## src/rtl/lfsr_pkg.sv

```systemverilog
// Shared types and helpers for the maximum-length-sequence generator.
// default_mask_f gives a maximal-length tap mask (bit i taps state[i]) for widths 3..32.
package lfsr_pkg;

   typedef enum logic [1:0] {
      IDLE = 2'd0,
      RUN  = 2'd1,
      DONE = 2'd2
   } fsm_state_e;

   function automatic logic [32:0] period_f(input int w);
      return (33'd1 << w) - 33'd1;
   endfunction

   // Taps from the classic maximal-length table: term x^k maps to bit k-1.
   function automatic logic [31:0] default_mask_f(input int w);
      case (w)
         3:       return 32'h0000_0006;
         4:       return 32'h0000_000C;
         5:       return 32'h0000_0014;
         6:       return 32'h0000_0030;
         7:       return 32'h0000_0060;
         8:       return 32'h0000_00B8;
         9:       return 32'h0000_0110;
         10:      return 32'h0000_0240;
         11:      return 32'h0000_0500;
         12:      return 32'h0000_0829;
         13:      return 32'h0000_100D;
         14:      return 32'h0000_2015;
         15:      return 32'h0000_6000;
         16:      return 32'h0000_D008;
         17:      return 32'h0001_2000;
         18:      return 32'h0002_0400;
         19:      return 32'h0004_0023;
         20:      return 32'h0009_0000;
         21:      return 32'h0014_0000;
         22:      return 32'h0030_0000;
         23:      return 32'h0042_0000;
         24:      return 32'h00E1_0000;
         25:      return 32'h0120_0000;
         26:      return 32'h0200_0023;
         27:      return 32'h0400_0013;
         28:      return 32'h0900_0000;
         29:      return 32'h1400_0000;
         30:      return 32'h2000_0029;
         31:      return 32'h4800_0000;
         32:      return 32'h8020_0003;
         default: return 32'h0000_0000;
      endcase
   endfunction

endpackage

```

## src/rtl/lfsr_core.sv

```systemverilog
// Fibonacci LFSR state register: shifts left, feedback enters bit 0.
// A zero seed is replaced by 1 so the all-zero lock-up state is unreachable.
module lfsr_core
   import lfsr_pkg::*;
#(
   parameter int unsigned          WIDTH_P = 10,
   parameter logic [WIDTH_P-1:0]   MASK_P  = WIDTH_P'(default_mask_f(WIDTH_P))
)(
   input  logic               clk,
   input  logic               srst,
   input  logic               load,
   input  logic [WIDTH_P-1:0] seed,
   input  logic               step,
   output logic [WIDTH_P-1:0] state
);

   localparam logic [WIDTH_P-1:0] ONE_C = WIDTH_P'(1);

   logic [WIDTH_P-1:0] r_state;
   logic               w_fb;
   logic [WIDTH_P-1:0] w_seed_safe;

   assign w_fb        = ^(r_state & MASK_P);
   assign w_seed_safe = (seed == '0) ? ONE_C : seed;

   always_ff @(posedge clk) begin
      if (srst) begin
         r_state <= ONE_C;
      end else if (load) begin
         r_state <= w_seed_safe;
      end else if (step) begin
         r_state <= {r_state[WIDTH_P-2:0], w_fb};
      end
   end

   assign state = r_state;

endmodule

```

## src/rtl/lfsr_mls_gen.sv

```systemverilog
// MLS chip generator: FSM, period/repetition counters and the chip handshake.
// Handshake: a chip transfers on a cycle with valid_o & ready_i; while valid_o & !ready_i, sig_o and last_o hold.
module lfsr_mls_gen
   import lfsr_pkg::*;
#(
   parameter int unsigned          WIDTH_P = 10,
   parameter logic [WIDTH_P-1:0]   MASK_P  = WIDTH_P'(default_mask_f(WIDTH_P)),
   parameter int unsigned          REP_W_P = 16
)(
   input  logic               clk,
   input  logic               srst,
   input  logic               start_i,
   input  logic               stop_i,
   input  logic [WIDTH_P-1:0] seed_i,
   input  logic [REP_W_P-1:0] rep_i,
   output logic               sig_o,
   output logic               valid_o,
   input  logic               ready_i,
   output logic               last_o,
   output logic               busy_o,
   output logic               done_o,
   output fsm_state_e         dbg_state_o
);

   localparam logic [WIDTH_P-1:0] LAST_CNT = WIDTH_P'(period_f(WIDTH_P) - 33'd1);

   fsm_state_e         r_fsm;
   fsm_state_e         w_fsm_next;
   logic [WIDTH_P-1:0] r_chip_cnt;
   logic [REP_W_P-1:0] r_rep;
   logic [REP_W_P-1:0] r_rep_cnt;
   logic [WIDTH_P-1:0] w_lfsr_state;
   logic               w_load;
   logic               w_valid;
   logic               w_hs;
   logic               w_last;
   logic               w_final;

   assign w_load  = (r_fsm == IDLE) && start_i;
   assign w_valid = (r_fsm == RUN);
   assign w_hs    = w_valid && ready_i;
   assign w_last  = w_valid && (r_chip_cnt == LAST_CNT);
   // rep == 0 means continuous, so it never matches as a final period.
   assign w_final = w_hs && w_last && (r_rep != '0) && (r_rep_cnt == r_rep - REP_W_P'(1));

   always_comb begin
      w_fsm_next = r_fsm;
      case (r_fsm)
         IDLE:    if (start_i) w_fsm_next = RUN;
         RUN: begin
            if (stop_i)       w_fsm_next = IDLE;
            else if (w_final) w_fsm_next = DONE;
         end
         DONE:    w_fsm_next = IDLE;
         default: w_fsm_next = IDLE;
      endcase
   end

   always_ff @(posedge clk) begin
      if (srst) begin
         r_fsm <= IDLE;
      end else begin
         r_fsm <= w_fsm_next;
      end
   end

   always_ff @(posedge clk) begin
      if (srst) begin
         r_chip_cnt <= '0;
         r_rep_cnt  <= '0;
         r_rep      <= '0;
      end else if (w_load) begin
         r_chip_cnt <= '0;
         r_rep_cnt  <= '0;
         r_rep      <= rep_i;
      end else if (w_hs) begin
         if (r_chip_cnt == LAST_CNT) begin
            r_chip_cnt <= '0;
            // Saturate so continuous mode can never alias onto a finite count.
            if (r_rep_cnt != '1) r_rep_cnt <= r_rep_cnt + REP_W_P'(1);
         end else begin
            r_chip_cnt <= r_chip_cnt + WIDTH_P'(1);
         end
      end
   end

   lfsr_core #(
      .WIDTH_P (WIDTH_P),
      .MASK_P  (MASK_P)
   ) u_core (
      .clk   (clk),
      .srst  (srst),
      .load  (w_load),
      .seed  (seed_i),
      .step  (w_hs),
      .state (w_lfsr_state)
   );

   assign sig_o       = w_lfsr_state[WIDTH_P-1];
   assign valid_o     = w_valid;
   assign last_o      = w_last;
   assign busy_o      = (r_fsm == RUN);
   assign done_o      = (r_fsm == DONE);
   assign dbg_state_o = r_fsm;

endmodule

```

## config.mk

```make
export PLATFORM = sky130hd
export DESIGN_NAME = lfsr_mls_gen
export DESIGN_NICKNAME = d
export VERILOG_FILES = /design/src/rtl/lfsr_pkg.sv /design/src/rtl/lfsr_core.sv /design/src/rtl/lfsr_mls_gen.sv
export SDC_FILE = /design/constraint.sdc
export NUM_CORES = 1
export LEC_CHECK = 0
export BUFFER_PORTS_ARGS = -buffer_cell sky130_fd_sc_hd__clkbuf_2
export CELL_PAD_IN_SITES_DETAIL_PLACEMENT = 0
export CELL_PAD_IN_SITES_GLOBAL_PLACEMENT = 2
export CORE_MARGIN = 4
export CORE_UTILIZATION = 34
export DETAILED_ROUTE_END_ITERATION = 16
export HOLD_SLACK_MARGIN = 0.02
export PLACE_DENSITY = 0.87
export SKIP_CTS_REPAIR_TIMING = 1
export SYNTH_ARGS = -nofsm -noshare
export SYNTH_HDL_FRONTEND = slang
export SYNTH_SLANG_ARGS = --single-unit
```

## constraint.sdc

```tcl
create_clock -name clk -period 3.3 [get_ports clk]
set_clock_uncertainty 0.1 [all_clocks]
set_input_delay 0.495 -clock clk [delete_from_list [all_inputs] [get_ports clk]]
set_output_delay 0.495 -clock clk [all_outputs]
set_load 0.005 [all_outputs]
```

==> results of run 1 <==
-- worst max-delay path by stage --
stage | endpoint | slack (ns) | depth (start not counted)
3_3_place_gp | dbg_state_o[0] | 0.76 | 8
5_1_grt | dbg_state_o[0] | 0.48 | 8
3_5_place_dp | dbg_state_o[0] | 0.72 | 8
6_report | dbg_state_o[0] | 0.71 | 8
4_1_cts | dbg_state_o[0] | 0.70 | 8
2_1_floorplan | dbg_state_o[0] | 0.94 | 8
-- power groups by stage --
stage | clock, mW | combinational, mW | sequential [mW]
floorplan | 0 | 0.163 | 0.710
global placement | 0 | 0.218 | 0.719
detailed placement | 0 | 0.218 | 0.719
CTS | 0.477 | 0.219 | 0.704
global route | 0.505 | 0.249 | 0.709
finish | 0.456 | 0.216 | 0.703
-- kinds of logic (layout without fill, tap and decap cells) --
| kind of cell | count (synthesis) | after routing | share of synthesized area (%) |
|---|---|---|---|
| adders and majority gates | 4 | 4 | 1.67 |
| xor gates and xnor gates | 34 | 34 | 10.4 |
| muxes | 2 | 2 | 0.667 |
| AOI/OAI and AO/OA | 63 | 63 | 13.9 |
| buffers and inverters | 27 | 59 | 3.92 |
| and+or+nand+nor | 198 | 198 | 33.5 |
| DFF | 54 | 54 | 36.0 |
-- sequential cells by signal, indices dropped and copies added (netlist names) --
| signal | cells |
|---|---|
| u_core.state | 10 |
| r_rep_cnt | 16 |
| r_rep | 16 |
| dbg_state_o | 2 |
| r_chip_cnt | 10 |
-- worst max-delay path, stage by stage, from the launching register on --
cell and delay (ns):
dfxtp_1 0.37, inv_1 0.07, ha_1 0.28, nor4b_4 0.43
nand4b_4 0.17, or3_1 0.38, a31oi_1 0.22, o2111ai_1 0.14
o41a_1 0.33
-- area by class of cell --
type	count	area, µm²	area share [%]
clock buffers	5	68.8	2.03
clock inverters	3	47.5	1.40
inverters	9	33.8	0.996
multi-input cells	301	1800	53.2
flip-flops and latches	54	1080	31.9
well taps	108	135	3.98
repair buffers	42	223	6.56
-- layout by cell type, fill, tap and decap left out, types with 2 or more instances in the layout --
cell type   n
a211o_1     2
a21oi_1    25
a311oi_1    9
a31oi_1     5
and2_1      2
and3_1      3
and3b_1     2
and4_1      2
buf_4       5
clkbuf_2   37
clkbuf_8    5
dfxtp_1    54
ha_1        4
inv_1       9
mux2i_1     2
nand2_1    72
nand2b_1    5
nand3_1    12
nand3b_1    2
nand4_1    12
nor2_1     45
nor3_1     11
nor4_1      7
o2111ai_1   2
o211ai_1    3
o21ai_0     5
o21ai_1     3
or2_2       3
or3_1       6
or4_1       4
xnor2_1    14
xor2_1     19
-- layer usage --
metal	track usage, %	routed length (µm)	vias to the layer above
li1	-	-	1411
met1	21.1	3490	1234
met2	22.1	3170	65
met3	2.94	346	6
met4	4.74	89	0
met5	0	0	-
-- per-stage QoR --
stage / hold WS [ns] / area [µm²] / std cells / utilization, % / total power, mW
after detailed placement: 0.368 / 3280 / 514 / 37.8 / 0.937
after global placement: 0.365 / 3280 / 514 / 37.8 / 0.936
final: 0.293 / 3390 / 522 / 39.1 / 1.38
after floorplan: 0.355 / 3000 / 382 / - / 0.873
after CTS: 0.278 / 3390 / 522 / 39.1 / 1.40
after global routing: 0.295 / 3390 / 522 / 39.1 / 1.46
==> results.sh, run 1 <==
export IMPL_wl_per_cell_um=13.6
export IMPL_antenna_found_initial=0
export IMPL_gp_congestion=0.867
export IMPL_synth_nets=417
export IMPL_ir_worst_vdd_mv=0.201
export IMPL_r2r_cells=8
export IMPL_switchingPower_mw=0.376
export IMPL_root_buffer="clkbuf_8"
export IMPL_syn_avg_cell_area_um2=7.86
export IMPL_grt_max_degree=24
export IMPL_die_w_um=102
export IMPL_syn_to_final_growth_pct=13.0
export IMPL_p_leak_nw=1.26
export IMPL_whs_path_depth=3
export IMPL_fp_dieH_um=102
export IMPL_ys_seq_area_share_pct=36.0
export IMPL_cp_arrival_ns=2.70
export IMPL_crit_path_start_kind="flip-flop"
export IMPL_cts_sinks=54
export IMPL_worst_pin_slew_ns=0.710
export IMPL_final_setup_tns_ns=0
export IMPL_drt_iter0_drc=115
export IMPL_max_slew_margin_rel_pct=52.5
export IMPL_synth_cell_types=54
export IMPL_seqPwrFrac_pct=51.1
export IMPL_hold_violations=0
export IMPL_period_share_pct=78.3
export IMPL_timing_rr_start="r_rep[0]"
export IMPL_internal_power_mw=1.00
export IMPL_clkTransAtPathRegs_ns=0.11
export IMPL_hold_class="in -> reg"
export IMPL_required_ns=3.41
export IMPL_num_fill_cells=955
export IMPL_min_period_ns=2.59
export IMPL_antennaDiodeCount=0
export IMPL_clk_latency_ns=0.32
export IMPL_p_clk_share_pct=33.2
export IMPL_vias=2716
export IMPL_slew_violations=0
export IMPL_power_frac_comb_pct=15.7
export IMPL_synth_most_common_cell="nand2_1"
export IMPL_drive_gt1_share_pct=14.0
export IMPL_core_um2=8680
export IMPL_synth_edff_count=0
export IMPL_pin_count=38
export IMPL_max_cap_violations=0
export IMPL_grt_usage_pct=14.7
export IMPL_drc=0
export IMPL_grt_pass1_vias=2484
export IMPL_hold_path_end="r_rep[13]"
export IMPL_synth_area_um2=3000
export IMPL_finalSetupViolations=0
export IMPL_synth_seq_cells=54
export IMPL_cts_tree="built"
export IMPL_antenna_left=0
export IMPL_dp_hpwl_um=5530
export IMPL_die_area_um2=10400
export IMPL_fmax_mhz=387
export IMPL_num_rows=34
export IMPL_holdCritStartpoint="rep_i[13]"
export IMPL_synth_common_cells="nand2_1, dfxtp_1, nor2_1"
export IMPL_rsz0062_at_grt="false"
export IMPL_via_per_inst=5.20
export IMPL_grt_ovfl_total=0
export IMPL_routed_wl_um=7090
export IMPL_cts_max_path_buffers=2
export IMPL_synth_area_leaders="dfxtp_1, nand2_1, nor2_1"
export IMPL_grt_pass1_wl_um=12300
export IMPL_initial_utilization_pct=34.6
export IMPL_rrSetupSlack_ns=0.71
export IMPL_dr_pass1_iters=4
export IMPL_synth_largest_area_cell="dfxtp_1"
export IMPL_pre_cts_slack_ns=0.715
export IMPL_power_density_nw_per_um2=405
export IMPL_synthCells=382
export IMPL_cts_buffers=5
export IMPL_timing_final_ws_setup_ns=0.715
export IMPL_worst_setup_path_end_kind="flip-flop"
export IMPL_p_sw_share_pct=27.3
export IMPL_cts_max_level=2
export IMPL_r2r_end="dbg_state_o[0]"
export IMPL_async_flop_share_pct=0
export IMPL_ys_flop_type="dfxtp_1"
export IMPL_crit_type="reg -> reg"
export IMPL_port_buffers=37
export IMPL_worstPathMaxFanout=7
export IMPL_nets=448
export IMPL_status="finished, final reports clean"
export IMPL_yosys_warnings=0
export IMPL_synth_top_area_share_pct=36.0
export IMPL_critPathLaunch="r_rep[0]"
Power figures use the tool's default switching activity.
==> inputs of run 2 (changes only) <==
==> constraint.sdc (replaced) <==
create_clock -name clk -period 2.39 [get_ports clk]
set_clock_uncertainty 0.1 [all_clocks]
set_input_delay 0.3585 -clock clk [delete_from_list [all_inputs] [get_ports clk]]
set_output_delay 0.3585 -clock clk [all_outputs]
set_load 0.005 [all_outputs]
==> run 2 against run 1 <==
  * Sequential share of layout area down 1.1 points
  * Wire length up 5.7%
  * Clock power up 20%
==> results.sh, run 2 (synthesis gave the netlist of run 1 again) <==
export IMPL_cts_max_path_buffers=2
export IMPL_antenna_found_initial=0
export IMPL_drt_iter0_drc=125
export IMPL_pre_cts_slack_ns=0.161
export IMPL_cp_arrival_ns=2.35
export IMPL_final_setup_tns_ns=0
export IMPL_whs_path_depth=3
export IMPL_cts_tree="built"
export IMPL_critPathTopFamily="simple AND/OR/NAND/NOR gates"
export IMPL_slew_violations=0
export IMPL_timing_final_ws_setup_ns=0.151
export IMPL_cp_cell_sequence="inv_1, ha_1, nor4b_4, nand4b_4, or3_1, a31oi_2, o2111ai_1, o41a_1"
export IMPL_cts_sinks=54
export IMPL_nets=466
export IMPL_clk_latency_ns=0.32
export IMPL_vias=2767
export IMPL_cp_slowest_cell="or3_1"
export IMPL_cp_num_cells=8
export IMPL_worst_pin_slew_ns=0.583
export IMPL_fp_dieH_um=102
export IMPL_cts_buffers=5
export IMPL_core_um2=8680
export IMPL_hold_class="in -> reg"
export IMPL_grt_pass1_vias=2572
export IMPL_cts_max_level=2
export IMPL_finalSetupViolations=0
export IMPL_port_buffers=37
export IMPL_hold_violations=0
export IMPL_use_met3_pct=2.59
export IMPL_grt_ovfl_total=0
export IMPL_initial_utilization_pct=34.6
export IMPL_grt_busiest_layer="met2"
export IMPL_dr_pass1_iters=4
export IMPL_drc=0
export IMPL_via_per_inst=5.12
export IMPL_clkTransAtPathRegs_ns=0.10
export IMPL_period_share_pct=93.7
export IMPL_status="finished, final reports clean"
export IMPL_power_density_nw_per_um2=527
export IMPL_max_cap_violations=0
export IMPL_required_ns=2.50
export IMPL_fmax_mhz=447
export IMPL_use_met2_pct=23.0
export IMPL_syn_to_final_growth_pct=17.0
export IMPL_pin_count=38
export IMPL_top_regs="r_rep (16), r_rep_cnt (16)"
export IMPL_num_rows=34
export IMPL_routed_wl_um=7490
export IMPL_dp_hpwl_um=5800
export IMPL_p_leak_nw=1.34
export IMPL_antenna_left=0
export IMPL_final_cell_mix="nand2_1, dfxtp_1, nor2_1"
export IMPL_r2r_cells=8
export IMPL_grt_max_degree=28
export IMPL_antennaDiodeCount=0
export IMPL_cpPeakStageDelay_ns=0.39
export IMPL_wl_per_cell_um=13.9
export IMPL_min_period_ns=2.24
export IMPL_grt_pass1_wl_um=12600
export IMPL_gp_congestion=0.877
export IMPL_crit_type="reg -> reg"
export IMPL_rsz0062_at_grt="false"
export IMPL_worst_setup_path_end_kind="flip-flop"
export IMPL_drive_gt1_share_pct=17.8
export IMPL_die_w_um=102
export IMPL_die_area_um2=10400
export IMPL_grt_usage_pct=15.1
export IMPL_max_slew_margin_rel_pct=61.1
export IMPL_crit_buf_inv=1
export IMPL_grtUsageMet1_pct=21.6
export IMPL_crit_path_start_kind="flip-flop"
export IMPL_worstPathMaxFanout=6
export IMPL_layout_commonest_cell="nand2_1"
export IMPL_root_buffer="clkbuf_8"
export IMPL_ir_worst_vdd_mv=0.344
## run 2: cell type report
cell class	instances	area (µm²)
Timing Repair Buffer	60	358
Clock inverter	2	12.5
Fill cell	929	5160
Multi-Input combinational cell	301	1810
Inverter	9	33.8
Clock buffer	6	82.6
Sequential cell	54	1080
Tap cell	108	135
## run 2: per-stage QoR
| stage | instance area (µm²) | total power [mW] | std cells | hold WS (ns) | utilization (%) |
|---|---|---|---|---|---|
| detailed placement | 3400 | 1.32 | 531 | 0.369 | 39.2 |
| floorplan | 3000 | 1.21 | 382 | 0.355 | - |
| CTS | 3500 | 1.88 | 539 | 0.150 | 40.3 |
| global placement | 3400 | 1.32 | 531 | 0.364 | 39.2 |
| global route | 3510 | 1.96 | 540 | 0.153 | 40.5 |
| finish | 3510 | 1.85 | 540 | 0.158 | 40.5 |
## run 2: worst register-to-register path, stage by stage (launching register included)
cell and delay, ns:
dfxtp_1 0.32, inv_1 0.05, ha_1 0.16, nor4b_4 0.30
nand4b_4 0.16, or3_1 0.39, a31oi_2 0.21, o2111ai_1 0.13
o41a_1 0.32
## run 2: final timing paths
path | start | end | slack, ns
setup / recovery | r_rep[0] | dbg_state_o[0] | 0.15
hold reg to reg | u_core.state[3] | u_core.state[4] | 0.37
hold / removal | rep_i[11] | r_rep[11] | 0.16
setup reg to reg | r_rep[0] | dbg_state_o[0] | 0.15
## run 2: metal layers
layer	wire length [µm]	share of wire, %
met1	3820	51
met2	3360	45
met3	203	2.7
met4	113	1.5
met5	0	0
## run 2: power breakdown
group          total [mW]  switching [mW]  internal (mW)
clock               0.547           0.313          0.234
sequential          0.967          0.0345          0.932
combinational       0.339           0.183          0.157
total                1.85           0.530           1.32
==> inputs of run 3 (changes only) <==
--- a/config.mk
+++ b/config.mk
@@ -8,12 +8,13 @@
 export BUFFER_PORTS_ARGS = -buffer_cell sky130_fd_sc_hd__clkbuf_2
 export CELL_PAD_IN_SITES_DETAIL_PLACEMENT = 0
 export CELL_PAD_IN_SITES_GLOBAL_PLACEMENT = 2
-export CORE_MARGIN = 4
-export CORE_UTILIZATION = 34
+export CORE_MARGIN = 5
+export CORE_UTILIZATION = 35
 export DETAILED_ROUTE_END_ITERATION = 16
 export HOLD_SLACK_MARGIN = 0.02
-export PLACE_DENSITY = 0.87
+export PLACE_DENSITY = 0.92
 export SKIP_CTS_REPAIR_TIMING = 1
 export SYNTH_ARGS = -nofsm -noshare
 export SYNTH_HDL_FRONTEND = slang
+export SYNTH_HIERARCHICAL = 1
 export SYNTH_SLANG_ARGS = --single-unit
==> run 3 against run 2 <==
  * Non-clock buffer count shrank 14
  * Synthesized cell count shrank 7.1%
  * Sequential share of layout area grew 1.5 points
==> results.sh, run 3 <==
export IMPL_critical_path_endpoint="dbg_state_o[0]"
export IMPL_critPathLaunch="r_rep[2]"
export IMPL_synth_area_um2=2980
export IMPL_cts_buffers=5
export IMPL_cpPeakStageDelay_ns=0.43
export IMPL_num_rows=33
export IMPL_top_regs="r_rep (16), r_rep_cnt (16)"
export IMPL_dp_hpwl_um=5090
export IMPL_cp_num_cells=7
export IMPL_antenna_left=0
export IMPL_grt_max_degree=30
export IMPL_layout_commonest_cell="dfxtp_1"
export IMPL_cp_arrival_ns=2.33
export IMPL_synth_cell_types=49
export IMPL_syn_avg_cell_area_um2=8.39
export IMPL_die_area_um2=10500
export IMPL_period_share_pct=93.8
export IMPL_ys_seq_area_share_pct=36.3
export IMPL_cts_max_path_buffers=2
export IMPL_dr_pass1_iters=4
export IMPL_synth_nets=390
export IMPL_critPathTopFamily="simple AND/OR/NAND/NOR gates"
export IMPL_root_buffer="clkbuf_8"
export IMPL_hold_class="in -> reg"
export IMPL_antennaDiodeCount=0
export IMPL_min_period_ns=2.24
export IMPL_cp_cell_sequence="nor4_4, nand2_2, or3_1, xnor2_1, and4_1, nand4_1, o2bb2ai_1"
export IMPL_synth_most_common_cell="dfxtp_1"
export IMPL_synth_top_area_share_pct=36.3
export IMPL_max_cap_violations=0
export IMPL_async_flop_share_pct=0
export IMPL_via_per_inst=4.99
export IMPL_cp_slowest_cell="dfxtp_1"
export IMPL_clkTransAtPathRegs_ns=0.09
export IMPL_utilization_pct=40.6
export IMPL_yosys_warnings=6
export IMPL_r2r_end="dbg_state_o[0]"
export IMPL_initial_utilization_pct=36.1
export IMPL_syn_to_final_growth_pct=12.6
export IMPL_antenna_found_initial=0
export IMPL_worstPathMaxFanout=8
export IMPL_synth_area_leaders="dfxtp_1, xnor2_1, xor2_1"
export IMPL_status="finished, final reports clean"
export IMPL_fp_dieH_um=102
export IMPL_cts_tree="built"
export IMPL_synth_edff_count=0
export IMPL_max_slew_margin_rel_pct=55.6
export IMPL_r2r_cells=7
export IMPL_p_leak_nw=1.30
export IMPL_vias=2490
export IMPL_grt_pass1_vias=2440
export IMPL_pin_count=38
export IMPL_hold_violations=0
export IMPL_slew_violations=0
export IMPL_routed_wl_um=6640
export IMPL_rrSetupSlack_ns=0.15
export IMPL_nets=428
export IMPL_crit_type="reg -> reg"
export IMPL_fmax_mhz=446
export IMPL_synth_largest_area_cell="dfxtp_1"
export IMPL_ir_worst_vdd_mv=0.262
export IMPL_drt_iter0_drc=73
export IMPL_worst_setup_path_end_kind="flip-flop"
export IMPL_cts_sinks=54
export IMPL_final_cell_mix="dfxtp_1, nor2_1, nand2_1"
export IMPL_cts_max_level=2
export IMPL_drive_gt1_share_pct=17.5
export IMPL_rsz0062_at_grt="false"
export IMPL_finalSetupViolations=0
export IMPL_required_ns=2.48
export IMPL_gp_congestion=0.867
export IMPL_worst_pin_slew_ns=0.666
export IMPL_final_setup_tns_ns=0
export IMPL_crit_buf_inv=0
export IMPL_grt_ovfl_total=0
export IMPL_wl_per_cell_um=13.3
export IMPL_crit_path_start_kind="flip-flop"
export IMPL_port_buffers=37
export IMPL_synthCells=355
export IMPL_die_w_um=102
export IMPL_grt_pass1_wl_um=11300
export IMPL_ys_flop_type="dfxtp_1"
export IMPL_timing_rr_start="r_rep[2]"
export IMPL_drc=0
export IMPL_clk_latency_ns=0.31
export IMPL_synth_common_cells="dfxtp_1, nor2_1, nand2_1"
export IMPL_synth_seq_cells=54
export IMPL_power_density_nw_per_um2=539
export IMPL_grt_usage_pct=13.4
export IMPL_core_um2=8260
run 3: cell types whose count changed in the layout (fill, tap and decap cells not counted), sizes merged, moves of 3 or more:
cell,delta
nand2,-25
buf,-14
mux2i,+10
a311oi,-9
xnor2,+9
o21ai,-8
mux2,+6
a211oi,+5
a21oi,-5
nor2,+4
a31oi,-3
or2,-3
or4,-3
xor2,+3
run 3: cell type report:
type	instances	area, µm²
Clock buffer	6	72.6
Clock inverter	2	13.8
Fill cell	869	4900
Inverter	11	41.3
Multi-Input combinational cell	275	1760
Sequential cell	54	1080
Tap cell	105	131
Timing Repair Buffer	46	253
run 3: stage by stage:
step	cell area [µm²]	setup slack, ns	power (mW)	hold slack (ns)	std cells
CTS	3350	0.122	1.83	0.137	499
floorplan	2980	0.239	1.23	0.330	355
finish	3350	0.149	1.81	0.144	499
detailed placement	3260	0.132	1.32	0.385	491
global placement	3260	0.170	1.31	0.382	491
global route	3350	0.0117	1.91	0.146	499
run 3: worst min path at each step:
stage	end	cells after the start	slack, ns	startpoint
after global placement	r_rep[13]	2	0.38	r_rep[13]
after floorplan	dbg_state_o[1]	1	0.33	stop_i
after global routing	dbg_state_o[1]	2	0.15	stop_i
after CTS	dbg_state_o[1]	2	0.14	stop_i
final	dbg_state_o[1]	2	0.14	stop_i
after detailed placement	r_rep[13]	2	0.38	r_rep[13]
run 3: cell families after synthesis:
kind of cell               after synthesis  share of synthesized area (%)
and+or+nand+nor                        169                           28.4
DFF                                     54                           36.3
xor gates and xnor gates                46                           14.0
AOI/OAI and AO/OA                       38                           7.94
buffers and inverters                   26                           4.83
muxes                                   18                           6.93
adders and majority gates                4                           1.68
run 3: where the power goes:
group	total [mW]	switching [mW]	internal, mW
clock network	0.515	0.307	0.208
logic	0.322	0.165	0.157
registers	0.972	0.0395	0.932
run 3: per-layer routing:
layer  routed length (µm)  global-route usage [%]
met5                    0                       0
met4                   42                    2.52
met2                 3110                    22.9
met3                  245                    2.66
met1                 3240                    17.5
